File: src/rtl/mod_counter_div_if.sv
// Control and status bundle for one modulo counter/divider stage.
// master drives the controls; slave is the counter itself.
interface mod_counter_div_if #(
    parameter int unsigned WIDTH = 4
);
    logic             ce;
    logic             cin;
    logic             up_dn;
    logic             load;
    logic [WIDTH-1:0] load_val;
    logic [WIDTH-1:0] count;
    logic             tc;
    logic             cout;
    logic             div_out;

    modport master (
        output ce, cin, up_dn, load, load_val,
        input  count, tc, cout, div_out
    );

    modport slave (
        input  ce, cin, up_dn, load, load_val,
        output count, tc, cout, div_out
    );
endinterface

File: src/rtl/mod_counter_div.sv
// Cascadable up/down modulo-MODULUS counter with load and a 50% duty divided clock output.
// Chain stages by feeding cout into the next stage's cin with a shared ce.
module mod_counter_div #(
    parameter int unsigned WIDTH   = 4,
    parameter int unsigned MODULUS = 10
) (
    input logic               clk,
    input logic               reset,
    mod_counter_div_if.slave  bus
);

    if (MODULUS < 2 || MODULUS > (1 << WIDTH)) begin : g_bad_modulus
        $error("mod_counter_div: MODULUS must satisfy 2 <= MODULUS <= 2**WIDTH");
    end

    localparam logic [WIDTH-1:0] MaxVal = WIDTH'(MODULUS - 1);

    logic [WIDTH-1:0] count_q, count_d;
    logic             div_q, div_d;
    logic             adv;
    logic             tc;
    logic             wrap;

    assign adv  = bus.ce & bus.cin;
    assign tc   = bus.up_dn ? (count_q == MaxVal) : (count_q == '0);
    assign wrap = tc & adv;

    always_comb begin
        count_d = count_q;
        if (bus.load) begin
            // Out-of-range loads clamp so the count can never leave 0..MODULUS-1.
            count_d = (bus.load_val > MaxVal) ? MaxVal : bus.load_val;
        end else if (adv) begin
            if (bus.up_dn) begin
                count_d = tc ? '0 : count_q + 1'b1;
            end else begin
                count_d = tc ? MaxVal : count_q - 1'b1;
            end
        end
    end

    // A load overrides the advance, so it must not count as a wrap.
    assign div_d = div_q ^ (wrap & ~bus.load);

    always_ff @(posedge clk) begin
        if (reset) begin
            count_q <= '0;
            div_q   <= 1'b0;
        end else begin
            count_q <= count_d;
            div_q   <= div_d;
        end
    end

    assign bus.count   = count_q;
    assign bus.tc      = tc;
    assign bus.cout    = wrap;
    assign bus.div_out = div_q;

endmodule

File: src/flat_wrapper.sv
// flat-port wrapper written by rule: the top's interface ports become plain ports
module mod_counter_div_flat 
#(
    parameter int unsigned WIDTH   = 4,
    parameter int unsigned MODULUS = 10
)
  (clk, reset, bus_ce, bus_cin, bus_up_dn, bus_load, bus_load_val, bus_count, bus_tc, bus_cout, bus_div_out);
  mod_counter_div_if #(.WIDTH(WIDTH)) bus_i ();
  input logic clk;
  input logic reset;
  input wire logic [$bits(bus_i.ce)-1:0] bus_ce;
  input wire logic [$bits(bus_i.cin)-1:0] bus_cin;
  input wire logic [$bits(bus_i.up_dn)-1:0] bus_up_dn;
  input wire logic [$bits(bus_i.load)-1:0] bus_load;
  input wire logic [$bits(bus_i.load_val)-1:0] bus_load_val;
  output wire logic [$bits(bus_i.count)-1:0] bus_count;
  output wire logic [$bits(bus_i.tc)-1:0] bus_tc;
  output wire logic [$bits(bus_i.cout)-1:0] bus_cout;
  output wire logic [$bits(bus_i.div_out)-1:0] bus_div_out;
  assign bus_i.ce = bus_ce;
  assign bus_i.cin = bus_cin;
  assign bus_i.up_dn = bus_up_dn;
  assign bus_i.load = bus_load;
  assign bus_i.load_val = bus_load_val;
  assign bus_count = bus_i.count;
  assign bus_tc = bus_i.tc;
  assign bus_cout = bus_i.cout;
  assign bus_div_out = bus_i.div_out;
  mod_counter_div #(.WIDTH(WIDTH), .MODULUS(MODULUS)) u_core (.clk(clk), .reset(reset), .bus(bus_i));
endmodule
File: config.mk
export PLATFORM = sky130hd
export DESIGN_NAME = mod_counter_div_flat
export DESIGN_NICKNAME = d
export VERILOG_FILES = /design/src/rtl/mod_counter_div_if.sv /design/src/rtl/mod_counter_div.sv /design/src/flat_wrapper.sv
export SDC_FILE = /design/constraint.sdc
export NUM_CORES = 1
export LEC_CHECK = 0
export ABC_AREA = 0
export BUFFER_PORTS_ARGS = -buffer_cell sky130_fd_sc_hd__buf_2
export CAP_MARGIN = 20
export CORE_AREA = 4 4 41 43
export CTS_BUF_LIST = sky130_fd_sc_hd__clkbuf_16
export CTS_CLUSTER_DIAMETER = 120
export DETAILED_ROUTE_END_ITERATION = 10
export DIE_AREA = 0 0 45 47
export PLACE_DENSITY = 0.63
export SYNTH_ARGS = -nofsm -noshare
export SYNTH_HDL_FRONTEND = slang
export SYNTH_SLANG_ARGS = --single-unit
File: constraint.sdc
create_clock -name clk -period 3.1 [get_ports clk]
set_input_delay 0 -clock clk [delete_from_list [all_inputs] [get_ports clk]]
set_output_delay 0 -clock clk [all_outputs]
set_load 0.01 [all_outputs]
==> summary by stage, run 1 <==
Status
The run finished with clean final reports.

Global routing
The largest net degree at the start of global routing is 13. The number of global-route vias before repair is 418. The number of antenna violations at the first check in global routing is 0.

The aggregate global-route resource usage is 12.4%. The first global-routing pass estimated 1860 um of wire. For this run the aggregate overflow at the end of global routing stands at 0.

STA
The sum of negative setup slack is 0 ns. The fmax is 527 MHz. The final number of hold-violating endpoints was 0. Setup violations remaining at the end of the flow were counted as 0.

The period utilization is 61.2%. The worst slew slack as a fraction of its limit is 74.6%. The post-layout minimum cycle time is 1.90 ns. Between clock sinks in the finished design, the worst skew comes to 0.000158 ns. The final max-slew violation count is 0. For the pin with the worst max-slew slack, the measured transition is 0.381 ns.

Setup repair after global routing left no endpoint under its margin.

Routing
The number of vias after detailed routing is 492. The highest metal layer used by the detailed router is met4. For this block, the initial DRC count from the detailed router was 5. The wire length the detailed router placed on met1 is 479 um. In the final routed layout, each cell accounts on average for 12.5 um. The number of optimization iterations in the first detailed-route pass is 4. The sum of routed wire length over all layers is 1100 um. Detailed routing placed a total of 508 um of wire on met2.

The length of routed met3 wiring is 82 um. The detail route stage leaves a number of antenna-violating nets equal to 0. Using the TritonRoute via totals, the vias-per-cell ratio works out to 5.59. After detailed routing, the number of remaining DRC violations is 0.

Synth
The number of nets in the synthesized netlist is 69. The adder-cell share of the synthesized area is 7.89%. The sequential-to-total area share from yosys stat is 21.1%.

Summed over its instances, the top area cell type makes up 21.1% of the synthesized netlist area. The Yosys step of the flow raised 0 warnings. After synthesis the netlist holds a flip-flop and latch count of 5. For this run, asynchronously set or reset flops after synthesis account for 0%. After Yosys synthesis, and, or, nand and nor cells account for 25.0% of the synthesized area.

In the synthesized netlist, mux cells make up 3.16% of the area. The post-synthesis cell type with the largest combined area is sky130_fd_sc_hd__dfxtp_1. The number of flops mapped to enable cells by yosys is 0. By area the synthesized netlist is led by sky130_fd_sc_hd__dfxtp_1 21%, sky130_fd_sc_hd__ha_1 7.9%, sky130_fd_sc_hd__buf_6 7.1%. In the post-synthesis netlist, the cell with the most instances is sky130_fd_sc_hd__nor2_1. The synthesized netlist devotes 3.68% of its cell area to XOR and XNOR gates.

By area, the combinational part of the netlist is dominated by compound AO/OA/AOI/OAI gates. The number of instances in the synthesized netlist is 56. In the synthesized netlist, the cells that appear most often are 6 x sky130_fd_sc_hd__nor2_1, 5 x sky130_fd_sc_hd__dfxtp_1, 5 x sky130_fd_sc_hd__o21ai_0.

Summing the areas of all compound-gate instances in the mapped netlist gives 29.7% of the synthesized area. The cell area that synthesis handed to floorplanning was 475 um^2. Among all flip-flop cells after synthesis, the most frequent one is sky130_fd_sc_hd__dfxtp_1. The number of distinct standard cells referenced by the synthesized netlist is 30.

In this run the mean area of a mapped cell was 8.49 um^2.

Setup path
STA classifies the critical path startpoint as a register. The launching instance or port of the critical path is u_core.bus.count[1]. The maximum fanout along the worst path is 7. The type of element capturing the critical path is an output port. STA puts the critical path data arrival time at 1.90 ns. The signal on the critical path passes through inv_1 > ha_1 > or3b_1 > a21oi_1 > and3_1 > buf_2.

The worst stage delay on the critical path is 0.41 ns. The startpoint identified for the worst register-to-register timing path is u_core.bus.count[0]. For this design, the slowest cell found on the critical path is sky130_fd_sc_hd__or3b_1.

At the worst endpoint, the required time is 3.10 ns. The critical path start-end classification is register to output port.

Place
The final weighted congestion in routability-driven placement is 0.795. The wire-length estimate of the detail-placed layout is 872 um. The count of buffers added on input and output ports is 16.

Floorplan
In this run the standard cell core region covers 1300 um^2. Once the floorplan was initialized, standard cells occupied 36.5% of the core. The floorplan row count is 13. In this run the horizontal extent of the chip is 45 um.

During I/O placement, the number of pins put on the boundary was 17. The y dimension of the die is 47 um. The die covers 2120 um^2.

Power and ir drop
In this run the static leakage power is 0.275 nW. The overall power of the completed layout is 364 uW. Power spread over the standard cell area amounts to 588 nW/um^2.

The peak supply drop is 243 uV.

Clocking
Hold repair after CTS inserted 0 buffers. The cell at the root of the clock tree is sky130_fd_sc_hd__clkbuf_16. The count of cells resized by post-cts repair is 0. The clock-pin slew on the worst setup and hold paths is 0.03 ns.

CTS saw 5 sinks. The longest clock path from root to sink contains 2 buffers. The clock tree from TritonCTS is yes. Clock latency on the worst-skew pair, taken at its later pin, is 0.23 ns. The number of clock buffers inserted by TritonCTS is 3. Once the clock tree was built, the setup fixing pass inserted 0 buffers. CTS built an H-tree with a depth of 1.

Final layout
The net count of the finished layout is 87. After filler insertion, the fill cell instance count of the layout stands at 134. Of the cells placed in the final design, the portion with a size suffix greater than 1 is 32.9%. Compared with the post-synthesis result, the final layout area differs by 30.3%. The repair_antennas step left the layout with diodes totalling 0.

Job
The number of max-cap violations is 0.

Min path
The path class of the lowest-slack min-delay path is input port to register. In this run the most critical hold path is launched from reset.
[layer usage]
| layer | vias up | global-route usage (%) |
|---|---|---|
| li1 | 249 | - |
| met1 | 222 | 15.0 |
| met2 | 19 | 19.8 |
| met3 | 2 | 2.30 |
| met4 | 0 | 8.77 |
| met5 | - | 0 |
[path summary, 6_finish.rpt]
path,slack (ns),endpoint,cells past startpoint
worst max-delay path,1.20,bus_cout,6
worst min-delay path,0.03,u_core.bus.count[3],2
worst max register to register,1.36,u_core.bus.count[2],5
worst min register to register,0.52,u_core.bus.div_out,2
[layout by cell type (no fill, tap or decap), types with 2 or more instances in the layout]
cell                        Yosys  layout
sky130_fd_sc_hd__ha_1           3       3
sky130_fd_sc_hd__nor2_1         6       6
sky130_fd_sc_hd__dfxtp_1        5       5
sky130_fd_sc_hd__clkbuf_16      0       3
sky130_fd_sc_hd__nand3_1        2       2
sky130_fd_sc_hd__a31oi_1        3       3
sky130_fd_sc_hd__inv_1          3       4
sky130_fd_sc_hd__nor3_1         2       2
sky130_fd_sc_hd__o21ai_0        5       5
sky130_fd_sc_hd__nand3b_1       2       2
sky130_fd_sc_hd__buf_2          0      16
sky130_fd_sc_hd__nand2_1        3       3
[cells by family after synthesis]
family,Yosys count
mux,1
xor+xnor,2
simple gates,21
flops,5
fa+ha+maj,3
buf+inv,6
compound gates,18
[final cells by class]
cell class,instances,area (um^2),share of cell area (%)
Multi-Input combinational cell,45,330,53.3
Sequential cell,5,100,16.2
Timing Repair Buffer,16,80.1,12.9
Clock buffer,3,75.1,12.1
Tap cell,15,18.8,3.03
Inverter,3,11.3,1.82
Clock inverter,1,3.75,0.606
[power breakdown]
part,internal [mW],leakage (nW),switching [mW]
sequential,0.0699,0.0414,0.0114
clock,0.167,0.0423,0.0458
combinational,0.0334,0.191,0.0362
[metrics by stage]
step                hold slack, ns  util, %  worst slack (ns)  cell area, um^2  std cells
finish                      0.0252     47.6              1.20              619         88
floorplan                   0.0679        -              1.39              475         56
global route                0.0433     47.6              1.08              619         88
CTS                         0.0263     47.6              1.20              619         88
detailed placement           0.267     41.5              1.35              541         84
global placement             0.265     41.5              1.40              541         84
[flip-flops by register name, summed over array words and instances, names as in the netlist]
register	flops
u_core.bus.count	4
u_core.bus.div_out	1
[critical path, delay by kind of cell (launching register included)]
kind | cells | cell delay, ns
compound gates | 1 | 0.26
fa+ha+maj | 1 | 0.22
buf+inv | 2 | 0.23
flops | 1 | 0.36
simple gates | 2 | 0.60
Note: power is estimated with default switching activity, not from simulation.
==> run 2: changes to the inputs <==
ABC_AREA = 1   (was 0)
PLACE_DENSITY = 0.66   (was 0.63)
clock period = 1.6 ns   (was 3.1 ns; I/O delays follow)
==> run 2 against run 1 <==
Register-to-register slack got worse by 1.1 ns. Clock skew rose by 0.0029 ns. Global-route usage rose by 0.92 points. Non-clock buffer count rose by 3. Worst hold slack improved by 0.091 ns. Largest cell class unchanged. Sequential power rose by 85%. Synthesized cell count rose by 41%. Synthesized area rose by 3.4%. Critical path depth rose by 1. Core utilization rose by 4.9 points.
==> summary by stage, run 2 <==
Setup path
The cell family with the largest share of critical-path delay is flip-flops (was simple AND/OR/NAND/NOR gates). The critical path start-end classification was register to output port (unchanged). The data arrival time of the critical path was 1.40 ns (was 1.90 ns). The kind of launch point of the worst setup path is a register (unchanged).

The endpoint required time on the critical path is 1.60 ns (was 3.10 ns). The maximum fanout along the worst path is 4 (was 7). The type of element capturing the critical path was an output port (unchanged).

In this design, the critical path's most frequently occurring cell is sky130_fd_sc_hd__nand2_2. The master of the slowest instance on the critical path is sky130_fd_sc_hd__dfxtp_1 (was sky130_fd_sc_hd__or3b_1). The worst stage delay on the critical path is 0.37 ns (was 0.41 ns). Cells along the critical path: inv_1 > ha_1 > nand3_2 > nand2_2 > nand2_2 > nor2_1 > buf_2 (was inv_1 > ha_1 > or3b_1 > a21oi_1 > and3_1 > buf_2). The count of buffering cells on the critical path with inverters included is 2 (unchanged).

Clocking
The count of cells resized by post-cts repair is 0 (unchanged). The latest clock arrival within the worst-skew pair is 0.23 ns (about the same). The cell at the root of the clock tree is sky130_fd_sc_hd__clkbuf_16 (unchanged). The number of clock buffers inserted by TritonCTS is 3 (unchanged). The maximum clock path buffer count came to 2 (unchanged). The sink count of the clock tree is 5 (unchanged). The clock tree from TritonCTS is yes (unchanged). The number of post-CTS setup repair buffers is 0 (unchanged). The H-tree depth came to 1 (unchanged). The clock-pin slew on the worst setup and hold paths is 0.03 ns (about the same). The total of hold buffers inserted after clock tree synthesis is 1 (was 0).

Synth
The flip-flop and latch count after synthesis is 5 (unchanged). Post-synth top cells: 19 x sky130_fd_sc_hd__nand2_1, 11 x sky130_fd_sc_hd__inv_1, 9 x sky130_fd_sc_hd__nand3_1 (was 6 x sky130_fd_sc_hd__nor2_1, 5 x sky130_fd_sc_hd__dfxtp_1, 5 x sky130_fd_sc_hd__o21ai_0). The sequential-to-total area share from yosys stat is 20.4% (was 21.1%).

The share of flip-flops with an asynchronous set or reset after synthesis was 0% (unchanged). The post-synthesis cell type with the largest combined area was sky130_fd_sc_hd__dfxtp_1 (unchanged). The number of instances in the synthesized netlist is 79 (was 56). The synthesized netlist net count is 92 (was 69). Largest cells by area after synthesis: sky130_fd_sc_hd__dfxtp_1 20%, sky130_fd_sc_hd__nand2_1 15%, sky130_fd_sc_hd__nand3_1 9.2% (was sky130_fd_sc_hd__dfxtp_1 21%, sky130_fd_sc_hd__ha_1 7.9%, sky130_fd_sc_hd__buf_6 7.1%). The number of flops mapped to enable cells by yosys came to 0 (unchanged). The summed instance area of the synthesized netlist is 492 um^2 (was 475 um^2). The number of distinct standard cells referenced by the synthesized netlist was 19 (was 30).

The count of yosys warnings during synthesis is 0 (unchanged). The mean instance size in the synthesized netlist was 6.22 um^2 (was 8.49 um^2). The fraction of synthesized cell area taken by the top area cell type came to 20.4% (was 21.1%).

The most used standard cell by instance count after synthesis is sky130_fd_sc_hd__nand2_1 (was sky130_fd_sc_hd__nor2_1). The most instantiated flip-flop cell in the synthesis netlist is sky130_fd_sc_hd__dfxtp_1 (unchanged).

Global routing
The aggregate global-route resource usage came to 13.3% (was 12.4%). The number of global-route vias before repair is 511 (was 418). The largest net degree at the start of global routing came to 9 (was 13). The wire length of the first global-routing pass is 2090 um (was 1860 um). The number of antenna violations at the first check in global routing came to 0 (unchanged). The total grt overflow is 0 (unchanged).

Routing
The number of vias per cell is 4.74 (was 5.59). The violation count after the first detailed-route iteration is 4 (was 5). The sum of routed wire length over all layers was 1220 um (was 1100 um).

The number of vias after detailed routing was 550 (was 492). The DRC violation count after routing is 0 (unchanged). The number of optimization iterations in the first detailed-route pass came to 3 (was 4). The post-detailed-route count of antenna-violating nets came to 0 (unchanged).

The average routed wire per standard cell is 10.5 um (was 12.5 um).

Place
The worst slack at placement is 0.324 ns (was 1.35 ns). The final weighted congestion in routability-driven placement came to 0.871 (was 0.795). The number of instances in the placed design is 111 (was 84). The count of buffers from port buffering is 16 (unchanged).

The post-DP HPWL came to 1020 um (was 872 um).

Final layout
The net count of the finished layout is 115 (was 87). The most frequent standard cell in the layout excluding fill and tap cells is sky130_fd_sc_hd__nand2_1 (was sky130_fd_sc_hd__buf_2). The number of flip-flops in the largest register is 4 (unchanged).

The area growth from synthesis to layout came to 38.9% (was 30.3%). The number of fill cells is 142 (was 134). The final instance count without filler cells is 116 (was 88). The share of post-route cells with drive strength above 1 is 32.7% (was 32.9%). The number of diodes came to 0 (unchanged).

Commonest cells after routing, fill and taps aside: 19 x sky130_fd_sc_hd__nand2_1, 16 x sky130_fd_sc_hd__buf_2, 12 x sky130_fd_sc_hd__inv_1 (was 16 x sky130_fd_sc_hd__buf_2, 6 x sky130_fd_sc_hd__nor2_1, 5 x sky130_fd_sc_hd__o21ai_0, 5 x sky130_fd_sc_hd__dfxtp_1, 4 x sky130_fd_sc_hd__inv_1).

Power and ir drop
The peak supply drop was 343 uV (was 243 uV). The areal power density over the cells was 1050 nW/um^2 (was 588 nW/um^2). The switching share of power came to 26.5% (was 25.6%). The leakage power summed over all cells was 0.378 nW (was 0.275 nW). The fraction of power consumed by combinational cells was 22.8% (was 19.1%). The net switching power is 190 uW (was 93.4 uW). The fraction of power consumed by sequential logic is 20.9% (was 22.3%). The clock group share of total power is 56.3% (was 58.6%).

The total internal power is 527 uW (was 271 uW).

Floorplan
The area of the die came to 2120 um^2 (unchanged). The y dimension of the die is 47 um (unchanged). The number of top-level pins is 17 (unchanged). The area of the core region is 1300 um^2 (unchanged). The floorplan row count was 13 (unchanged). The die span in x came to 45 um (unchanged).

The initial core utilization is 37.8% (was 36.5%).

STA
The post-layout minimum cycle time is 1.40 ns. The final max-slew violation count came to 0 (unchanged). The final setup slack of the worst path came to 0.198 ns (was 1.20 ns). The final number of hold-violating endpoints is 0 (unchanged). For this run, the top clock speed supported by timing is 713 MHz.

The worst slew slack as a fraction of its limit is 70.2% (was 74.6%). The worst hold slack was 0.116 ns (was 0.0252 ns). The maximum clock skew at final layout is 0.00304 ns (was 0.000158 ns).

The total setup violations reported at the end of the flow is 0 (unchanged). The sum of negative setup slack is 0 ns (unchanged). The slew at the pin with the worst max-slew slack is 0.446 ns (was 0.381 ns). The period utilization is 87.6%.

Setup repair after global routing missed its margin: no (unchanged).

Job
The number of max-cap violations is 0 (unchanged).

Status
Run status: complete, no violations (unchanged).

Min path
The path class of the lowest-slack min-delay path is input port to register (unchanged).
-- run 2: cell count changes after synthesis, moves of 2 or more --
cell,delta
sky130_fd_sc_hd__buf_6,-2
sky130_fd_sc_hd__nand2_2,+3
sky130_fd_sc_hd__nor3_1,-2
sky130_fd_sc_hd__a31oi_1,-3
sky130_fd_sc_hd__nor2_2,+2
sky130_fd_sc_hd__nand3b_1,-2
sky130_fd_sc_hd__inv_1,+8
sky130_fd_sc_hd__nand3_2,+2
sky130_fd_sc_hd__a21oi_1,+3
sky130_fd_sc_hd__inv_2,+2
sky130_fd_sc_hd__nand4_1,+2
sky130_fd_sc_hd__nand2_1,+16
sky130_fd_sc_hd__nand3_1,+7
-- run 2: cell type report --
type	instances	area, um^2	area share [%]
Inverter	14	57.6	8.42
Tap cell	15	18.8	2.75
Timing Repair Buffer	19	105	15.4
Clock inverter	1	3.75	0.549
Sequential cell	5	100	14.7
Multi-Input combinational cell	59	323	47.3
Clock buffer	3	75.1	11.0
-- run 2: worst min-delay path, cell delays in order --
cell and delay, ns:
sky130_fd_sc_hd__buf_2 0.10, sky130_fd_sc_hd__a21oi_1 0.08, sky130_fd_sc_hd__a21oi_1 0.12
-- run 2: path summary, 6_finish.rpt --
check             slack, ns                 from  cells past startpoint             endpoint
setup reg to reg       0.30  u_core.bus.count[0]                      8   u_core.bus.div_out
setup / recovery       0.20  u_core.bus.count[0]                      7             bus_cout
hold reg to reg        0.53   u_core.bus.div_out                      2   u_core.bus.div_out
hold / removal         0.12      bus_load_val[3]                      3  u_core.bus.count[3]
-- run 2: metal layers --
layer	wire (um)	up-vias	GRT usage [%]
met4	0	0	5.26
met5	0	-	0
met1	535	243	16.1
met2	637	10	24.0
met3	48	0	1.53
li1	-	297	-
-- run 2: cell families after synthesis --
group	Yosys count	synth area share [%]
buf+inv	15	14.0
fa+ha+maj	3	7.63
xor+xnor	2	3.56
simple gates	44	43.5
compound gates	10	10.9
flops	5	20.4
-- run 2: stage by stage --
step	cell area [um^2]	util [%]	total power, mW
final	683	52.5	0.716
after global placement	594	45.7	0.313
after detailed placement	594	45.7	0.314
after floorplan	492	-	0.263
after global routing	683	52.5	0.757
after CTS	683	52.5	0.722
-- run 2: power groups by stage --
stage	sequential (mW)	combinational, mW	clock [mW]
2_1_floorplan	0.154	0.109	0
3_3_place_gp	0.152	0.161	0
3_5_place_dp	0.152	0.162	0
4_1_cts	0.150	0.165	0.407
5_1_grt	0.152	0.189	0.416
6_report	0.150	0.163	0.403
==> run 3: changes to the inputs <==
CTS_BUF_LIST = sky130_fd_sc_hd__clkbuf_4   (was sky130_fd_sc_hd__clkbuf_16)
REMOVE_ABC_BUFFERS = 1   (was unset)
==> run 3 against run 2 <==
Cell count fell by 0.86%. Worst hold slack lost 0.025 ns. Maximum frequency shrank 0.16%. Die area unchanged. Routed wire length down 3.8%. Final area decreased by 8.1%. Flip-flop and latch count stayed put. Critical endpoint is now bus_tc.
==> summary by stage, run 3 (synthesized netlist as in run 2, its figures left out) <==
Status
Run status: complete, no violations (unchanged).

Global routing
The aggregate global-route resource usage is 13.6% (was 13.3%). The number of global-route vias before repair is 504 (was 511). The total grt overflow is 0 (unchanged). The wire length of the first global-routing pass came to 2110 um (was 2090 um). The number of antenna violations at the first check in global routing was 0 (unchanged).

The largest net degree at the start of global routing is 9 (unchanged).

STA
The slew at the pin with the worst max-slew slack is 0.436 ns (was 0.446 ns). The period utilization is 87.8% (was 87.6%). The post-layout minimum cycle time is 1.40 ns (about the same). The final number of hold-violating endpoints is 0 (unchanged). The final max-slew violation count is 0 (unchanged). The maximum clock skew at final layout came to 0.000231 ns (was 0.00304 ns). Setup repair after global routing missed its margin: no (unchanged). The fmax was 712 MHz (was 713 MHz). The final setup slack of the worst path is 0.195 ns (was 0.198 ns). The sum of negative setup slack is 0 ns (unchanged). The worst slew slack as a fraction of its limit was 70.9% (was 70.2%).

The total setup violations reported at the end of the flow came to 0 (unchanged).

Final layout
The net count of the finished layout came to 114 (was 115). The number of flip-flops in the largest register is 4 (unchanged). The number of diodes came to 0 (unchanged). The post-route standard cell area excluding fillers came to 628 um^2 (was 683 um^2). Commonest cells after routing, fill and taps aside: 19 x sky130_fd_sc_hd__nand2_1, 16 x sky130_fd_sc_hd__buf_2, 11 x sky130_fd_sc_hd__inv_1 (was 19 x sky130_fd_sc_hd__nand2_1, 16 x sky130_fd_sc_hd__buf_2, 12 x sky130_fd_sc_hd__inv_1). The final core utilization is 48.3% (was 52.5%). The most frequent standard cell in the layout excluding fill and tap cells is sky130_fd_sc_hd__nand2_1 (unchanged). The area growth from synthesis to layout was 27.7% (was 38.9%). The share of post-route cells with drive strength above 1 was 34.0% (was 32.7%).

Routing
The violation count after the first detailed-route iteration is 3 (was 4). The sum of routed wire length over all layers is 1170 um (was 1220 um). The DRC violation count after routing is 0 (unchanged).

The number of vias after detailed routing is 567 (was 550). The number of vias per cell is 4.93 (was 4.74). The post-detailed-route count of antenna-violating nets came to 0 (unchanged). The average routed wire per standard cell is 10.2 um (was 10.5 um). The number of optimization iterations in the first detailed-route pass is 4 (was 3).

Setup path
The data arrival time of the critical path is 1.40 ns (about the same). The critical path start-end classification was register to output port (unchanged). The kind of launch point of the worst setup path was a register (unchanged). The endpoint required time on the critical path is 1.60 ns (about the same). The maximum fanout along the worst path is 8 (was 4).

The type of element capturing the critical path is an output port (unchanged).

Place
The total placed instance area is 587 um^2 (was 594 um^2). The count of buffers from port buffering is 16 (unchanged). The post-DP HPWL is 993 um (was 1020 um). The worst slack at placement is 0.199 ns (was 0.324 ns). The final weighted congestion in routability-driven placement came to 0.862 (was 0.871).

Power and ir drop
The areal power density over the cells came to 745 nW/um^2 (was 1050 nW/um^2). The overall power of the completed layout is 468 uW (was 716 uW). The net switching power is 156 uW (was 190 uW). The leakage power summed over all cells is 0.350 nW (was 0.378 nW). The fraction of power consumed by combinational cells is 33.9% (was 22.8%).

The total internal power is 312 uW (was 527 uW). The clock group share of total power is 33.5% (was 56.3%). The peak supply drop is 518 uV (was 343 uV).

The fraction of power consumed by sequential logic came to 32.7% (was 20.9%). The switching share of power is 33.3% (was 26.5%).

Clocking
The number of post-CTS setup repair buffers came to 0 (unchanged). The maximum clock path buffer count is 2 (unchanged). The number of clock buffers inserted by TritonCTS is 3 (unchanged).

The cell at the root of the clock tree is sky130_fd_sc_hd__clkbuf_4 (was sky130_fd_sc_hd__clkbuf_16). The clock-pin slew on the worst setup and hold paths is 0.04 ns (was 0.03 ns). The clock tree from TritonCTS is yes (unchanged). The H-tree depth is 1 (unchanged). The latest clock arrival within the worst-skew pair came to 0.23 ns (about the same).

The sink count of the clock tree is 5 (unchanged).

Floorplan
The die span in x is 45 um (unchanged). The area of the core region is 1300 um^2 (unchanged). The floorplan row count was 13 (unchanged). The initial core utilization is 37.8% (unchanged). The number of top-level pins is 17 (unchanged). The y dimension of the die is 47 um (unchanged). The area of the die is 2120 um^2 (unchanged).

Job
The number of max-cap violations is 0 (unchanged).

Min path
The path class of the lowest-slack min-delay path is input port to register (unchanged).
[run 3: critical path, stage by stage, from the launching register on]
cell and delay (ns):
sky130_fd_sc_hd__dfxtp_2 0.39, sky130_fd_sc_hd__inv_1 0.09, sky130_fd_sc_hd__ha_1 0.25, sky130_fd_sc_hd__nand3_2 0.09, sky130_fd_sc_hd__nand2_2 0.07, sky130_fd_sc_hd__nand2_2 0.10, sky130_fd_sc_hd__inv_1 0.05, sky130_fd_sc_hd__buf_2 0.13
[run 3: per-stage QoR]
step	hold WS, ns	cells
2_1_floorplan	0.0691	78
3_3_place_gp	0.179	110
3_5_place_dp	0.175	110
4_1_cts	0.0884	115
5_1_grt	0.132	115
6_report	0.0912	115
[run 3: per-layer routing]
| layer | GRT usage (%) | routed length, um | up-vias |
|---|---|---|---|
| met5 | 0 | 0 | - |
| met4 | 3.51 | 0 | 0 |
| met3 | 4.60 | 98 | 0 |
| met2 | 21.5 | 559 | 22 |
| met1 | 17.8 | 516 | 254 |
| li1 | - | - | 291 |
[run 3: cell type report]
class / count / area, um^2
Fill cell: 151 / 673
Tap cell: 15 / 18.8
Clock buffer: 4 / 30.0
Sequential cell: 5 / 101
Timing Repair Buffer: 18 / 97.6
Inverter: 14 / 57.6
Multi-Input combinational cell: 59 / 323
[run 3: final timing paths]
kind,slack (ns),depth (start not counted),startpoint,end
worst max-delay path,0.20,7,u_core.bus.count[0],bus_tc
worst min-delay path,0.09,3,bus_load_val[3],u_core.bus.count[3]
worst max register to register,0.31,9,u_core.bus.count[0],u_core.bus.div_out
worst min register to register,0.51,2,u_core.bus.div_out,u_core.bus.div_out
[run 3: power by group through the flow]
stage | Sequential (mW) | Combinational, mW | Clock (mW)
global route | 0.155 | 0.181 | 0.177
finish | 0.153 | 0.158 | 0.157
floorplan | 0.158 | 0.0998 | 0
CTS | 0.152 | 0.160 | 0.165
global placement | 0.153 | 0.156 | 0
detailed placement | 0.155 | 0.157 | 0
[run 3: timing repair]
action | 4_1_cts | 5_1_grt
gates resized for setup | 0 | 1
hold buffers | 1 | 0
hold endpoints to repair | 1 | 0
endpoints found under the setup margin | 0 | 2
